## config.mk

```make
export PLATFORM = sky130hd
export DESIGN_NAME = share_encoder
export DESIGN_NICKNAME = d
export VERILOG_FILES = /design/src/rtl/share_encoder.sv
export SDC_FILE = /design/constraint.sdc
export NUM_CORES = 1
export LEC_CHECK = 0
export BUFFER_PORTS_ARGS = -buffer_cell sky130_fd_sc_hd__buf_2
export CAP_MARGIN = 20
export CORE_UTILIZATION = 28
export DETAILED_ROUTE_END_ITERATION = 6
export SLEW_MARGIN = 15
export SYNTH_ARGS = -nofsm -noshare
export SYNTH_HDL_FRONTEND = slang
export SYNTH_SLANG_ARGS = --single-unit
```

## constraint.sdc

```tcl
create_clock -name clk -period 3.5 [get_ports clk]
set_input_delay 0.525 -clock clk [delete_from_list [all_inputs] [get_ports clk]]
set_output_delay 0.525 -clock clk [all_outputs]
set_load 0.005 [all_outputs]
```

## src/rtl/share_encoder.sv

```systemverilog
`default_nettype none
// ============================================================================
// Module   : share_encoder
// Brief    : 3-share repetition-coded masking encoder with sticky self-check.
// Revision : 1.0 - initial release
// ============================================================================
module share_encoder #(
    parameter int CODE_LEN = 3
) (
    input  logic                clk,
    input  logic                reset,
    input  logic                in_valid,
    output logic                in_ready,
    input  logic                in_x,
    input  logic                r_valid,
    output logic                r_ready,
    input  logic [1:0]          port_r,
    output logic                out_valid,
    input  logic                out_ready,
    output logic [CODE_LEN-1:0] port_a_0,
    output logic [CODE_LEN-1:0] port_a_1,
    output logic [CODE_LEN-1:0] port_a_2,
    input  logic                err_clear,
    output logic                port_errorFlag_0,
    output logic                port_errorFlag_1,
    output logic                port_errorFlag_2,
    output logic                port_errorFlag_sum
);

    localparam logic [CODE_LEN-1:0] C_ONES = {CODE_LEN{1'b1}};
    localparam logic [CODE_LEN-1:0] C_ZERO = {CODE_LEN{1'b0}};

    logic                out_valid_q, out_valid_d;
    logic [CODE_LEN-1:0] port_a_0_q, port_a_0_d;
    logic [CODE_LEN-1:0] port_a_1_q, port_a_1_d;
    logic [CODE_LEN-1:0] port_a_2_q, port_a_2_d;
    logic                x_q, x_d;
    logic [3:0]          err_q, err_d;

    logic       w_free;
    logic       w_accept;
    logic [3:0] w_fault;

    always_comb begin
        w_free     = !out_valid_q || out_ready;
        w_accept   = in_valid && r_valid && w_free;
        in_ready   = r_valid && w_free;
        r_ready    = in_valid && w_free;

        out_valid_d = out_valid_q;
        port_a_0_d  = port_a_0_q;
        port_a_1_d  = port_a_1_q;
        port_a_2_d  = port_a_2_q;
        x_d         = x_q;

        if (w_accept) begin
            out_valid_d = 1'b1;
            port_a_0_d  = {CODE_LEN{in_x ^ port_r[0] ^ port_r[1]}};
            port_a_1_d  = {CODE_LEN{port_r[0]}};
            port_a_2_d  = {CODE_LEN{port_r[1]}};
            x_d         = in_x;
        end else if (out_ready) begin
            out_valid_d = 1'b0;
        end

        // Bit 3 is the recombination check; bits 0..2 the per-codeword checks.
        w_fault[0] = (port_a_0_q != C_ZERO) && (port_a_0_q != C_ONES);
        w_fault[1] = (port_a_1_q != C_ZERO) && (port_a_1_q != C_ONES);
        w_fault[2] = (port_a_2_q != C_ZERO) && (port_a_2_q != C_ONES);
        w_fault[3] = (port_a_0_q[0] ^ port_a_1_q[0] ^ port_a_2_q[0]) != x_q;

        // A new fault in the same cycle as err_clear must still be recorded.
        err_d = (err_q & {4{~err_clear}}) | (w_fault & {4{out_valid_q}});
    end

    always_ff @(posedge clk or negedge reset) begin
        if (!reset) begin
            out_valid_q <= 1'b0;
            port_a_0_q  <= C_ZERO;
            port_a_1_q  <= C_ZERO;
            port_a_2_q  <= C_ZERO;
            x_q         <= 1'b0;
            err_q       <= 4'b0000;
        end else begin
            out_valid_q <= out_valid_d;
            port_a_0_q  <= port_a_0_d;
            port_a_1_q  <= port_a_1_d;
            port_a_2_q  <= port_a_2_d;
            x_q         <= x_d;
            err_q       <= err_d;
        end
    end

    assign out_valid          = out_valid_q;
    assign port_a_0           = port_a_0_q;
    assign port_a_1           = port_a_1_q;
    assign port_a_2           = port_a_2_q;
    assign port_errorFlag_0   = err_q[0];
    assign port_errorFlag_1   = err_q[1];
    assign port_errorFlag_2   = err_q[2];
    assign port_errorFlag_sum = err_q[3];

endmodule
`default_nettype wire

```

==> impl_metrics.tcl <==
set metrics [dict create \
    rsz0062_at_grt "no" \
    h-tree-depth 1 \
    min_period_ns 1.545 \
    clkTransAtPathRegs_ns 0.06 \
    p_per_area_nw_per_um2 517.9 \
    post_cts.repair.setup_buffers 0 \
    yosysTopAreaCell "dfrtp_1" \
    coreArea_sq_um 1524 \
    worst_pin_slew_ns 0.2010 \
    areaGrowthSynthToFinish_pct 26.36 \
    path_class "input port to output port" \
    num_rows 14 \
    postRouteAntennaNets 0 \
    setup_violations 0 \
    drive_gt1_share_pct 59.65 \
    fin_crit_sh_pct 44.15 \
    critPathLaunchType "input port" \
    ys_seq_area_share_pct 48.91 \
    die_h_um 42.55 \
    clk-insertion-delay-late_ns 0.25 \
    cts_resized 0 \
    mappedNetlistNets 44 \
    synth_area_sq_um 460.4 \
    synth_area_per_cell_sq_um 13.16 \
    cts_tree "done" \
    hold_violations 0 \
    drc_errors 0 \
    fin_area_sq_um 581.8 \
    worstPathArrival_ns 1.02 \
    p_leak_nw 0.3233 \
    io_buffers 24 \
    cp_common_cell "buf_2" \
    switching_share_pct 26.94 \
    root_buffer "clkbuf_4" \
    cp_num_buf_inv 2 \
    power.switching_mw 0.08118 \
    max-vdd-ir-drop_mv 0.2112 \
    max-cap-violations 0 \
    start_util_pct 30.21 \
    pwr-share-clk_pct 25.5 \
    postPlaceCellArea_sq_um 555.5 \
    grt_pass1_vias 312 \
    fin_tns_setup_ns 0 \
    drtIter0Drc 4 \
    antenna_found_initial 0 \
    num_antenna_cells 0 \
    wire_per_inst_um 9.726 \
    grt_max_degree 10 \
    ctsHoldBuffers 0 \
    hp-class "input port to asynchronous set/reset pin" \
    drt-total-wl_um 710 \
    multiInputGateArea_sq_um 186.4 \
    via_per_inst 4.288 \
    gr-usage-all-layers_pct 10.01 \
    drv_slew 0 \
    status "completed" \
    synthTopCellsByArea "dfrtp_1 (49%), mux2_4 (13%), buf_4 (9.8%)" \
    synth_top_area_share_pct 48.91 \
    clockBufferDepth 2 \
    cpMaxStageDelayCell "nand2b_4" \
    synth_seq_cells 9 \
    seq_area_sq_um 225.2 \
    grt.overflow.total 0 \
    seq_power_share_pct 44.8 \
    combPwrFrac_pct 29.7 \
    fill_cells 156 \
    firstDrtPassIters 2 \
    numCtsBuffers 3 \
    die_area_sq_um 1811 \
    final_common_cell "buf_2" \
    worst-path-max-fanout 4 \
    io-pin-count 25 \
    relSlewSlack_pct 86.60 \
    clock_sinks 9 \
    synthCells 35 \
    vias 313 \
    p_int_mw 0.2202 \
    cp_top_family "simple AND/OR/NAND/NOR gates" \
    yosysWarnings 0 \
    fin_worst_skew_ns 0.0003346 \
    max_stage_delay_ns 0.14 \
    end_kind "output port" \
    cp_cell_sequence "buf_2, nand2b_4, and2_1, buf_2" \
    die_w_um 42.55 \
    worstPathRequired_ns 2.97 \
    nets 67 \
    final_cell_mix "buf_2 (24), dfrtp_1 (9), mux2_4 (4)" \
    max_freq_ghz 0.6472 \
    synth_cell_type_count 13 \
    grt_first_pass_wirelength_mm 1.283 \
    gp_congestion 0.6155 \
]
==> layer usage <==
metal | vias up | GRT usage (%) | part of all wire, %
li1 | 151 | - | -
met1 | 142 | 10.48 | 42
met2 | 20 | 16.00 | 47
met3 | 0 | 6.466 | 11
met4 | 0 | 3.750 | 0
met5 | - | 0 | 0
==> final cells by class <==
cell class | instances | area share [%]
inverter | 1 | 0.6452
timing repair buffer | 24 | 20.65
sequential | 9 | 38.71
clock buffer | 4 | 4.516
tap | 16 | 3.441
multi-input combinational | 19 | 32.04
==> cells in the mapped netlist <==
library cell	n
a22o_1	1
and2_1	2
buf_4	6
dfrtp_1	9
inv_1	1
mux2_4	4
nand2_1	2
nand2b_4	1
nor2b_1	3
nor2b_4	1
xnor2_1	3
xnor2_2	1
xor2_1	1
==> state kept, by name, indices dropped and copies added (netlist names) <==
register and count:
port_a_0 1, out_valid 1, err_q 4, port_a_2 1, port_a_1 1, x_q 1
==> power groups by stage <==
stage | registers (mW) | logic (mW) | clock network (mW)
final | 0.135 | 0.0894 | 0.0768
after global routing | 0.138 | 0.0983 | 0.0883
after CTS | 0.136 | 0.0911 | 0.0827
after detailed placement | 0.138 | 0.0908 | 0
after global placement | 0.137 | 0.0885 | 0
after floorplan | 0.138 | 0.0685 | 0
==> cells by family after synthesis <==
family,Yosys count,synth area share [%]
simple gates,9,14.40
compound gates,1,1.903
xor+xnor,5,11.14
mux,4,13.04
flops,9,48.91
buf+inv,7,10.60
==> per-stage QoR <==
stage,hold slack (ns),worst slack [ns],cells,power (mW),util [%]
2_1_floorplan,0.2294,2.169,35,0.2061,-
3_3_place_gp,0.3825,1.961,69,0.2253,36.45
3_5_place_dp,0.3856,1.950,69,0.2285,36.45
4_1_cts,0.1015,1.949,73,0.3096,38.18
5_1_grt,0.1059,1.904,73,0.3248,38.18
6_report,0.1090,1.955,73,0.3013,38.18
==> final timing paths <==
| kind | cells past startpoint | slack [ns] | start | end |
|---|---|---|---|---|
| setup / recovery | 4 | 1.95 | out_ready | in_ready |
| hold / removal | 1 | 0.11 | reset | err_q[1] |
| setup reg to reg | 3 | 2.34 | out_valid | x_q |
| hold reg to reg | 1 | 0.50 | err_q[2] | err_q[2] |
| max in group asynchronous | 1 | 3.22 | reset | port_a_0[0] |
| min in group clk | 2 | 0.47 | err_clear | err_q[1] |
(Power assumes the default switching activity.)
